$ cat src/rtl/panel_ctrl_pkg.sv
// Shared types and constants for the front-panel controller.
package panel_ctrl_pkg;

  localparam int unsigned AddrW = 8;
  localparam int unsigned DataW = 16;

  // Architectural reset PC of the core.
  localparam logic [AddrW-1:0] PC_RESET = 8'h10;

  typedef enum logic [2:0] {
    OP_SETADDR = 3'd0,
    OP_LOAD    = 3'd1,
    OP_LOOK    = 3'd2,
    OP_SETPC   = 3'd3,
    OP_STEP    = 3'd4,
    OP_RUN     = 3'd5,
    OP_STOP    = 3'd6,
    OP_NOP     = 3'd7
  } op_e;

  typedef enum logic [2:0] {
    ST_IDLE  = 3'd0,
    ST_MEM   = 3'd1,
    ST_STEP  = 3'd2,
    ST_DRAIN = 3'd3,
    ST_RUN   = 3'd4
  } state_e;

  function automatic logic [AddrW-1:0] addr_inc(input logic [AddrW-1:0] a);
    return a + AddrW'(1);
  endfunction

endpackage

$ cat src/rtl/panel_ctrl_if.sv
// Front-panel command handshake plus panel-side memory request port.
interface panel_ctrl_if;
  import panel_ctrl_pkg::*;

  logic             cmd_val;
  logic             cmd_rdy;
  op_e              cmd_op;
  logic [DataW-1:0] cmd_data;

  logic             mem_val;
  logic             mem_wen;
  logic [AddrW-1:0] mem_addr;
  logic [DataW-1:0] mem_wdata;
  logic             mem_rdy;
  logic [DataW-1:0] mem_rdata;

  // Controller side: accepts commands, issues memory requests.
  modport slave (
    input  cmd_val, cmd_op, cmd_data, mem_rdy, mem_rdata,
    output cmd_rdy, mem_val, mem_wen, mem_addr, mem_wdata
  );

  // Environment side: issues commands, serves memory.
  modport master (
    output cmd_val, cmd_op, cmd_data, mem_rdy, mem_rdata,
    input  cmd_rdy, mem_val, mem_wen, mem_addr, mem_wdata
  );

endinterface

$ cat src/rtl/panel_ctrl.sv
// Front-panel controller: address/deposit/examine memory, set PC, single-step
// and run/stop the core, keeping memory access disjoint from core execution.
module panel_ctrl
  import panel_ctrl_pkg::*;
#(
  parameter logic [AddrW-1:0] START_PC = PC_RESET
) (
  input  logic             clk_i,
  input  logic             arst_ni,
  panel_ctrl_if.slave      bus,
  input  logic             cpu_done_i,
  output logic             cpu_exec_o,
  output logic             pc_wen_o,
  output logic [AddrW-1:0] pc_o,
  output logic [AddrW-1:0] addr_o,
  output logic [DataW-1:0] data_o,
  output logic             running_o
);

  state_e           state_q, state_d;
  logic [AddrW-1:0] addr_q,  addr_d;
  logic [DataW-1:0] data_q,  data_d;
  logic             wen_q,   wen_d;
  logic [DataW-1:0] wdata_q, wdata_d;
  logic [AddrW-1:0] pc_q,    pc_d;

  always_ff @(posedge clk_i or negedge arst_ni) begin
    if (!arst_ni) begin
      state_q <= ST_IDLE;
      addr_q  <= '0;
      data_q  <= '0;
      wen_q   <= 1'b0;
      wdata_q <= '0;
      pc_q    <= START_PC;
    end else begin
      state_q <= state_d;
      addr_q  <= addr_d;
      data_q  <= data_d;
      wen_q   <= wen_d;
      wdata_q <= wdata_d;
      pc_q    <= pc_d;
    end
  end

  // Next-state, command acceptance and the combinational PC write strobe.
  always_comb begin
    state_d     = state_q;
    addr_d      = addr_q;
    data_d      = data_q;
    wen_d       = wen_q;
    wdata_d     = wdata_q;
    pc_d        = pc_q;
    bus.cmd_rdy = 1'b0;
    pc_wen_o    = 1'b0;
    pc_o        = pc_q;

    case (state_q)
      ST_IDLE: begin
        bus.cmd_rdy = 1'b1;
        if (bus.cmd_val) begin
          case (bus.cmd_op)
            OP_SETADDR: addr_d = bus.cmd_data[AddrW-1:0];
            OP_SETPC: begin
              pc_wen_o = 1'b1;
              pc_o     = bus.cmd_data[AddrW-1:0];
              pc_d     = bus.cmd_data[AddrW-1:0];
            end
            OP_LOAD, OP_LOOK: begin
              wen_d   = (bus.cmd_op == OP_LOAD);
              wdata_d = bus.cmd_data;
              state_d = ST_MEM;
            end
            OP_STEP: state_d = ST_STEP;
            OP_RUN:  state_d = ST_RUN;
            default: ;
          endcase
        end
      end
      ST_MEM: begin
        if (bus.mem_rdy) begin
          if (!wen_q) data_d = bus.mem_rdata;
          addr_d  = addr_inc(addr_q);
          state_d = ST_IDLE;
        end
      end
      ST_STEP: state_d = ST_DRAIN;
      ST_DRAIN: begin
        if (cpu_done_i) state_d = ST_IDLE;
      end
      ST_RUN: begin
        // Only STOP is taken while running; everything else stalls.
        bus.cmd_rdy = (bus.cmd_op == OP_STOP);
        if (bus.cmd_val && (bus.cmd_op == OP_STOP)) state_d = ST_DRAIN;
      end
      default: state_d = ST_IDLE;
    endcase
  end

  assign cpu_exec_o    = (state_q == ST_STEP) || (state_q == ST_RUN);
  assign running_o     = (state_q == ST_RUN) || (state_q == ST_DRAIN);
  assign bus.mem_val   = (state_q == ST_MEM);
  assign bus.mem_wen   = wen_q;
  assign bus.mem_addr  = addr_q;
  assign bus.mem_wdata = wdata_q;
  assign addr_o        = addr_q;
  assign data_o        = data_q;

endmodule

$ cat src/flat_wrapper.sv
// flat-port wrapper written by rule: the top's interface ports become plain ports
module panel_ctrl_flat import panel_ctrl_pkg::*;
#(
  parameter logic [AddrW-1:0] START_PC = PC_RESET
)
  (clk_i, arst_ni, cpu_done_i, cpu_exec_o, pc_wen_o, pc_o, addr_o, data_o, running_o, bus_cmd_val, bus_cmd_op, bus_cmd_data, bus_mem_rdy, bus_mem_rdata, bus_cmd_rdy, bus_mem_val, bus_mem_wen, bus_mem_addr, bus_mem_wdata);
  panel_ctrl_if bus_i ();
  input  logic clk_i;
  input  logic arst_ni;
  input  logic cpu_done_i;
  output logic cpu_exec_o;
  output logic pc_wen_o;
  output logic [AddrW-1:0] pc_o;
  output logic [AddrW-1:0] addr_o;
  output logic [DataW-1:0] data_o;
  output logic running_o;
  input wire logic [$bits(bus_i.cmd_val)-1:0] bus_cmd_val;
  input wire logic [$bits(bus_i.cmd_op)-1:0] bus_cmd_op;
  input wire logic [$bits(bus_i.cmd_data)-1:0] bus_cmd_data;
  input wire logic [$bits(bus_i.mem_rdy)-1:0] bus_mem_rdy;
  input wire logic [$bits(bus_i.mem_rdata)-1:0] bus_mem_rdata;
  output wire logic [$bits(bus_i.cmd_rdy)-1:0] bus_cmd_rdy;
  output wire logic [$bits(bus_i.mem_val)-1:0] bus_mem_val;
  output wire logic [$bits(bus_i.mem_wen)-1:0] bus_mem_wen;
  output wire logic [$bits(bus_i.mem_addr)-1:0] bus_mem_addr;
  output wire logic [$bits(bus_i.mem_wdata)-1:0] bus_mem_wdata;
  assign bus_i.cmd_val = bus_cmd_val;
  assign bus_i.cmd_op = bus_cmd_op;
  assign bus_i.cmd_data = bus_cmd_data;
  assign bus_i.mem_rdy = bus_mem_rdy;
  assign bus_i.mem_rdata = bus_mem_rdata;
  assign bus_cmd_rdy = bus_i.cmd_rdy;
  assign bus_mem_val = bus_i.mem_val;
  assign bus_mem_wen = bus_i.mem_wen;
  assign bus_mem_addr = bus_i.mem_addr;
  assign bus_mem_wdata = bus_i.mem_wdata;
  panel_ctrl #(.START_PC(START_PC)) u_core (.clk_i(clk_i), .arst_ni(arst_ni), .bus(bus_i), .cpu_done_i(cpu_done_i), .cpu_exec_o(cpu_exec_o), .pc_wen_o(pc_wen_o), .pc_o(pc_o), .addr_o(addr_o), .data_o(data_o), .running_o(running_o));
endmodule
$ cat config.mk
export PLATFORM = sky130hd
export DESIGN_NAME = panel_ctrl_flat
export DESIGN_NICKNAME = d
export VERILOG_FILES = /design/src/rtl/panel_ctrl_pkg.sv /design/src/rtl/panel_ctrl_if.sv /design/src/rtl/panel_ctrl.sv /design/src/flat_wrapper.sv
export SDC_FILE = /design/constraint.sdc
export NUM_CORES = 1
export LEC_CHECK = 0
export ABC_CLOCK_PERIOD_IN_PS = 1800
export BUFFER_PORTS_ARGS = -buffer_cell sky130_fd_sc_hd__buf_2
export CAP_MARGIN = 20
export CORE_ASPECT_RATIO = 2
export CORE_MARGIN = 3
export CORE_UTILIZATION = 43
export CTS_BUF_LIST = sky130_fd_sc_hd__clkbuf_4 sky130_fd_sc_hd__clkbuf_8 sky130_fd_sc_hd__clkbuf_16
export CTS_CLUSTER_SIZE = 28
export DETAILED_ROUTE_END_ITERATION = 8
export GPL_TIMING_DRIVEN = 0
export PLACE_DENSITY = 0.75
export SLEW_MARGIN = 15
export SYNTH_ARGS = -nofsm -noshare
export SYNTH_HDL_FRONTEND = slang
export SYNTH_SLANG_ARGS = --single-unit
$ cat constraint.sdc
create_clock -name clk_i -period 1.8 [get_ports clk_i]
set_input_delay 0.18 -clock clk_i [delete_from_list [all_inputs] [get_ports clk_i]]
set_output_delay 0.18 -clock clk_i [all_outputs]
set_load 0.05 [all_outputs]
==> results of run 1 <==
critical path: cells and delay by family (launching register included):
family | cells | cell delay (ps)
buffers and inverters | 2 | 300
DFF | 1 | 400
muxes | 1 | 390
and+or+nand+nor | 3 | 490
flip-flops by register name, summed over array words and instances, names as in the netlist:
register and flops:
u_core.pc_q 8, u_core.bus.mem_wdata 16, u_core.bus.mem_wen 1, u_core.state_q 3
u_core.data_o 16, u_core.addr_o 8
per-layer routing:
layer / vias up / global-route usage
li1: 1005 / -
met1: 1067 / 0.215
met2: 77 / 0.375
met3: 11 / 0.0377
met4: 0 / 0.0681
met5: - / 0
synthesized netlist by cell type, types with 2 or more instances:
library cell	instances	share of area
buf_2	4	0.0081
inv_1	3	0.0046
clkbuf_1	6	0.0092
dfrtp_1	51	0.52
nor3b_1	3	0.0092
nand2_1	12	0.018
o22ai_1	2	0.0051
nor2_1	9	0.014
nor2b_1	3	0.0076
nand3_1	7	0.014
a31oi_1	3	0.0076
a22oi_1	2	0.0061
a21oi_1	9	0.018
and3_1	3	0.0076
mux2_2	40	0.18
a2bb2oi_1	3	0.011
xnor2_1	2	0.0071
buf_4	9	0.027
or3_1	2	0.0051
nor3_1	2	0.0041
o21ai_0	12	0.024
through the flow:
stage | std cells | worst slack, ps | setup TNS, ps
floorplan | 210 | 16.8 | 0
global placement | 369 | -348 | -8000
detailed placement | 370 | -347 | -8620
CTS | 395 | -269 | -2900
global route | 399 | -328 | -6920
finish | 399 | -272 | -3550
layout make-up:
cell class	count	area [sq um]	area share
Clock buffer	8	97.6	0.0271
Multi-Input combinational cell	135	1120	0.312
Timing Repair Buffer	120	805	0.224
Inverter	4	25.0	0.00696
Sequential cell	52	1300	0.362
Buffer	20	169	0.0470
Tap cell	60	75.1	0.0209
worst max-delay path by stage:
| stage | start | endpoint | slack (ps) |
|---|---|---|---|
| floorplan | u_core.state_q[1]$_DFFE_PN0P_ | u_core.bus.mem_wdata[10]$_DFFE_PN0P_ | 20 |
| global placement | u_core.state_q[1]$_DFFE_PN0P_ | pc_o[3] | -350 |
| detailed placement | u_core.state_q[1]$_DFFE_PN0P_ | pc_o[5] | -350 |
| CTS | u_core.state_q[2]$_DFFE_PN0P_ | pc_o[5] | -270 |
| global route | u_core.state_q[1]$_DFFE_PN0P_ | u_core.addr_o[3]$_DFFE_PN0P_ | -330 |
| finish | u_core.state_q[2]$_DFFE_PN0P_ | pc_o[3] | -270 |
kinds of logic (layout without fill, tap and decap cells):
family	after synthesis	after routing	share of synthesized area
xor gates and xnor gates	3	3	0.0107
DFF	52	52	0.530
muxes	40	40	0.183
and+or+nand+nor	48	49	0.108
adders and majority gates	1	1	0.00509
AOI/OAI and AO/OA	42	42	0.110
buffers and inverters	24	152	0.0524
timing repair:
action,CTS,global route
pin swaps,5,1
hold endpoints to repair,22,0
setup buffers,14,5
setup endpoints to repair,53,44
gates resized for setup,64,13
hold buffers,1,0
cloned,2,0
==> summary.txt, run 1 <==
Critical path
  • Worst r2r path cells: 6
  • Worst path cell trace: clkbuf_8 -> nor2_4 -> and3_4 -> nand3_4 -> mux2_4 -> buf_8
  • R2r setup slk: -170 ps
  • CP arrival: 1890 ps
  • Max stage delay on crit path: 400 ps
  • Slowest library cell on the worst path: dfrtp_1
  • Worst setup EP type: primary output
  • Req. time, crit path: 1620 ps
  • Critical path peak fanout: 5
  • Crit start category: flop
  • Setup CP Type: flop to primary output
  • Worst r2r src: u_core.state_q[0]$_DFFE_PN0P_
  • Reg2Reg Capture Point: u_core.addr_o[3]$_DFFE_PN0P_

Synthesis
  • Number of enable flip-flop cells after synthesis: 0
  • Main synth FF type: dfrtp_1
  • Async SR Flop Fraction: 1.00
  • Mapped Nets: 251
  • Synth Cell Area: 0.00246 sq mm
  • Flops & latches, synth: 52
  • Sequential share of the synthesized area: 0.530
  • Synth warn: 0
  • Gate count after technology mapping: 210
  • Avg Cell Area, Syn: 11.7 sq um
  • Count of cell types in the netlist: 44

Cells and area
  • Fin nets: 379
  • Layout Utilization: 0.658
  • Ant diodes: 0
  • Layout cell share with drive strength beyond 1: 0.581
  • Layout fillers: 454
  • Leading cell type in the layout, fill and taps excluded: buf_2
  • Commonest cells after routing, fill and taps aside: buf_2, dfrtp_1, mux2_2
  • Finished Cell Area: 0.00360 sq mm
  • P&R area growth vs syn: 46.3%

Detailed routing
  • Met3 wire length: 380 um
  • Met1 WL: 2360 um
  • DR WL met2: 3790 um
  • Detailed-route wire length: 6650 um
  • Via-to-Cell Ratio: 5.41
  • Total number of vias: 2160
  • DRC violations left: 0
  • ANT nets after route: 0
  • Initial drt markers: 42
  • Routed length per instance: 16.7 um
  • First drt pass iteration count: 4
  • Top layer in use: met4

Clock tree
  • Clock buffer depth: 2
  • Clock Pin Slew Worst Setup and Hold Paths: 90 ps
  • H-tree levels: 2
  • CTS tree: built
  • Skew-Pair Late Insertion Delay: 300 ps
  • TritonCTS Buffers: 5
  • CTS root buf: clkbuf_8
  • CTS sink cnt: 52

Floorplanning
  • Die Y: 113 um
  • Std-Cell Core Area: 0.00547 sq mm
  • Core Rows: 38
  • DIE AREA: 0.00671 sq mm
  • Total I/O pin count: 102
  • Initial core utilization: 0.449
  • Die width: 59.5 um

STA
  • Final Hold Slack: 101 ps
  • # setup viols final: 34
  • Final min period: 2070 ps
  • Fmax: 0.483 GHz
  • Pins Over Slew Limit: 0
  • Post-route clock period utilization: 1.15
  • Setup WS post-layout: -272 ps
  • Slew margin rel.: 0.426
  • RSZ-0062 raised after global routing: yes
  • Worst-Margin Slew: 850 ps
  • Fin Clk Skew: 3.53 ps
  • Hold violation count in the final report: 0

Min path
  • Min-delay worst type: primary input to flop
  • Worst hold endpoint: u_core.data_o[11]$_DFFE_PN0P_
  • Hold depth: 2
  • HP Start: bus_mem_rdata[11]

Global routing
  • Grt ovf: 0
  • First-pass GRT wire length: 10300 um
  • Total track usage: 0.202
  • Vias in the first global route: 2107
  • Initial antenna violation count: 0
  • Largest net degree at the start of global routing: 30

Placement
  • GPL Wtd Cong: 0.806
  • Placed cell area: 0.00305 sq mm
  • DP Wirelength: 4460 um
  • PortBufs: 99

Outcome
  • Failing checks: negative setup slack
  • Status: finished with violations

Flow run
  • Max_cap viols: 0
Power of run 1 is left out: the tool's default activity adds up to more than one toggle a clock period on the data nets, which glitch-free logic cannot reach.
==> inputs of run 2 (changes only) <==
--- a/config.mk
+++ b/config.mk
@@ -5,7 +5,7 @@
 export SDC_FILE = /design/constraint.sdc
 export NUM_CORES = 1
 export LEC_CHECK = 0
-export ABC_CLOCK_PERIOD_IN_PS = 1800
+export ABC_CLOCK_PERIOD_IN_PS = 1700
 export BUFFER_PORTS_ARGS = -buffer_cell sky130_fd_sc_hd__buf_2
 export CAP_MARGIN = 20
 export CORE_ASPECT_RATIO = 2
==> constraint.sdc (replaced) <==
create_clock -name clk_i -period 1.7 [get_ports clk_i]
set_input_delay 0.17 -clock clk_i [delete_from_list [all_inputs] [get_ports clk_i]]
set_output_delay 0.17 -clock clk_i [all_outputs]
set_load 0.05 [all_outputs]
==> summary.txt, run 2 (same netlist as run 1, synthesis figures left out) <==
Detailed routing
  • Initial drt markers: 104 (was 42)
  • Via-to-Cell Ratio: 5.52 (was 5.41)
  • ANT nets after route: 0 (unchanged)
  • First drt pass iteration count: 4 (unchanged)
  • DRC violations left: 0 (unchanged)
  • Total number of vias: 2313 (was 2160)
  • Detailed-route wire length: 7620 um (was 6650 um)
  • Routed length per instance: 18.2 um (was 16.7 um)

Floorplanning
  • Total I/O pin count: 102 (unchanged)
  • DIE AREA: 0.00671 sq mm (unchanged)
  • Initial core utilization: 0.449 (unchanged)
  • Die width: 59.5 um (unchanged)
  • Core Rows: 38 (unchanged)
  • Die Y: 113 um (unchanged)
  • Std-Cell Core Area: 0.00547 sq mm (unchanged)

Global routing
  • First-pass GRT wire length: 10600 um (was 10300 um)
  • Largest net degree at the start of global routing: 33 (was 30)
  • Initial antenna violation count: 0 (unchanged)
  • Total track usage: 0.210 (was 0.202)
  • Grt ovf: 0 (unchanged)
  • Vias in the first global route: 2241 (was 2107)

Outcome
  • Status: finished with violations (unchanged)
  • Failing checks: negative setup slack (unchanged)

Clock tree
  • TritonCTS Buffers: 5 (unchanged)
  • Clock buffer depth: 2 (unchanged)
  • H-tree levels: 2 (unchanged)
  • Clock Pin Slew Worst Setup and Hold Paths: 90 ps (about the same)
  • CTS sink cnt: 52 (unchanged)
  • CTS root buf: clkbuf_8 (unchanged)
  • CTS tree: built (unchanged)
  • Skew-Pair Late Insertion Delay: 310 ps (was 300 ps)

Pwr
  • Leak: 1.93 nW
  • Comb power frac: 0.670
  • Clock power frac: 0.084
  • Peak VDD IR: 0.00157 V
  • Sw Ratio: 0.519
  • Part of the power in registers: 0.246
  • Sw Pwr: 4.65 mW
  • Internal power: 4.31 mW
  • Total power: 8.96 mW
  • Power Density: 2290 mW/mm^2

Critical path
  • Worst r2r src: u_core.state_q[2]$_DFFE_PN0P_ (was u_core.state_q[0]$_DFFE_PN0P_)
  • Reg2Reg Capture Point: u_core.addr_o[0]$_DFFE_PN0P_ (was u_core.addr_o[3]$_DFFE_PN0P_)
  • CP arrival: 1940 ps (was 1890 ps)
  • Worst setup EP type: primary output (unchanged)
  • Worst r2r path cells: 9 (was 6)
  • Crit start category: flop (unchanged)
  • Setup CP Type: flop to primary output (unchanged)
  • Req. time, crit path: 1530 ps (was 1620 ps)
  • R2r setup slk: -250 ps (was -170 ps)
  • Critical path peak fanout: 5 (unchanged)

STA
  • Final min period: 2110 ps
  • Worst-Margin Slew: 905 ps (was 850 ps)
  • Pins Over Slew Limit: 0 (unchanged)
  • Fin Clk Skew: 7.77 ps (was 3.53 ps)
  • Final TNS setup: -10530 ps (was -3550 ps)
  • RSZ-0062 raised after global routing: yes (unchanged)
  • Slew margin rel.: 0.392 (was 0.426)
  • Hold violation count in the final report: 0 (unchanged)
  • # setup viols final: 56 (was 34)
  • Fmax: 0.475 GHz
  • Setup WS post-layout: -407 ps (was -272 ps)
  • Post-route clock period utilization: 1.24

Cells and area
  • Ant diodes: 0 (unchanged)
  • Commonest cells after routing, fill and taps aside: buf_2, dfrtp_1, mux2_2 (unchanged)
  • Fin nets: 400 (was 379)
  • Leading cell type in the layout, fill and taps excluded: buf_2 (unchanged)
  • P&R area growth vs syn: 59.6% (was 46.3%)
  • Layout cell share with drive strength beyond 1: 0.641 (was 0.581)

Placement
  • DP Wirelength: 4480 um (was 4460 um)
  • PortBufs: 99 (unchanged)
  • GPL Wtd Cong: 0.810 (was 0.806)

Min path
  • HP Start: bus_mem_rdata[3] (was bus_mem_rdata[11])
  • Hold depth: 2 (unchanged)
  • Worst hold endpoint: u_core.data_o[3]$_DFFE_PN0P_ (was u_core.data_o[11]$_DFFE_PN0P_)
  • Min-delay worst type: primary input to flop (unchanged)

Flow run
  • Max_cap viols: 0 (unchanged)
## run 2: cell types whose count changed in the layout (fill, tap and decap cells not counted), moves of 3 or more
| cell | delta |
|---|---|
| nor3b_2 | +3 |
| nor3b_1 | -3 |
| o21ai_0 | -5 |
| buf_6 | +9 |
| a21oi_2 | +3 |
| buf_4 | +8 |
| o21ai_1 | +4 |
| a21oi_1 | -3 |
## run 2: cell type report
type	count	area, sq um
Inverter	4	25.0
Timing Repair Buffer	140	1020
Clock buffer	7	96.3
Tap cell	60	75.1
Sequential cell	52	1300
Fill cell	393	1550
Buffer	20	171
Multi-Input combinational cell	136	1230
## run 2: power by group through the flow
stage | clock network (mW) | logic [mW] | registers [mW]
after CTS | 0.773 | 5.40 | 2.18
after global routing | 0.815 | 6.27 | 2.28
after global placement | 0 | 4.81 | 2.16
final | 0.756 | 6.00 | 2.20
after detailed placement | 0 | 4.87 | 2.20
after floorplan | 0 | 2.16 | 3.82
## run 2: repair_timing
action / CTS / global route
gates cloned: 3 / 2
hold buffers: 1 / 0
gates resized for setup: 63 / 45
setup buffers: 14 / 22
setup endpoints to repair: 57 / 54
endpoints found under the hold margin: 20 / 0
pin swaps: 4 / 17
## run 2: how the worst max path moves through the flow
stage,cells after the start,to,slack (ps),start
after floorplan,6,u_core.data_o[10]$_DFFE_PN0P_,-20,u_core.state_q[0]$_DFFE_PN0P_
after global routing,6,pc_o[4],-440,u_core.state_q[2]$_DFFE_PN0P_
final,6,pc_o[4],-410,u_core.state_q[1]$_DFFE_PN0P_
after global placement,6,pc_o[5],-340,u_core.state_q[1]$_DFFE_PN0P_
after CTS,6,pc_o[4],-370,u_core.state_q[1]$_DFFE_PN0P_
after detailed placement,6,pc_o[5],-370,u_core.state_q[1]$_DFFE_PN0P_
## run 2: critical path, cell delays in order, from the launching register on
cell     delay [ps]
dfrtp_1         420
buf_6           130
nor2_4          100
and3_4          260
nand3_4         170
mux2_4          390
buf_8           150
## run 2: through the flow
| step | instance area, sq um | std cells | setup WS (ps) | hold slack (ps) | util |
|---|---|---|---|---|---|
| after global placement | 3050 | 369 | -340 | 403 | 0.557 |
| after global routing | 3920 | 419 | -442 | 81.0 | 0.717 |
| after CTS | 3530 | 395 | -368 | 82.2 | 0.646 |
| after floorplan | 2470 | 210 | -15.8 | -126 | - |
| final | 3920 | 419 | -407 | 88.7 | 0.717 |
| after detailed placement | 3070 | 370 | -367 | 162 | 0.561 |
## run 2: metal layers
metal  wire (um)  global-route usage  vias up
met2        4540               0.394       99
met1        2460               0.214     1145
met5           0                   0        -
met3         398              0.0342       16
met4         227              0.0893        0
li1            -                   -     1053
Note: power is estimated with default switching activity, not from simulation.
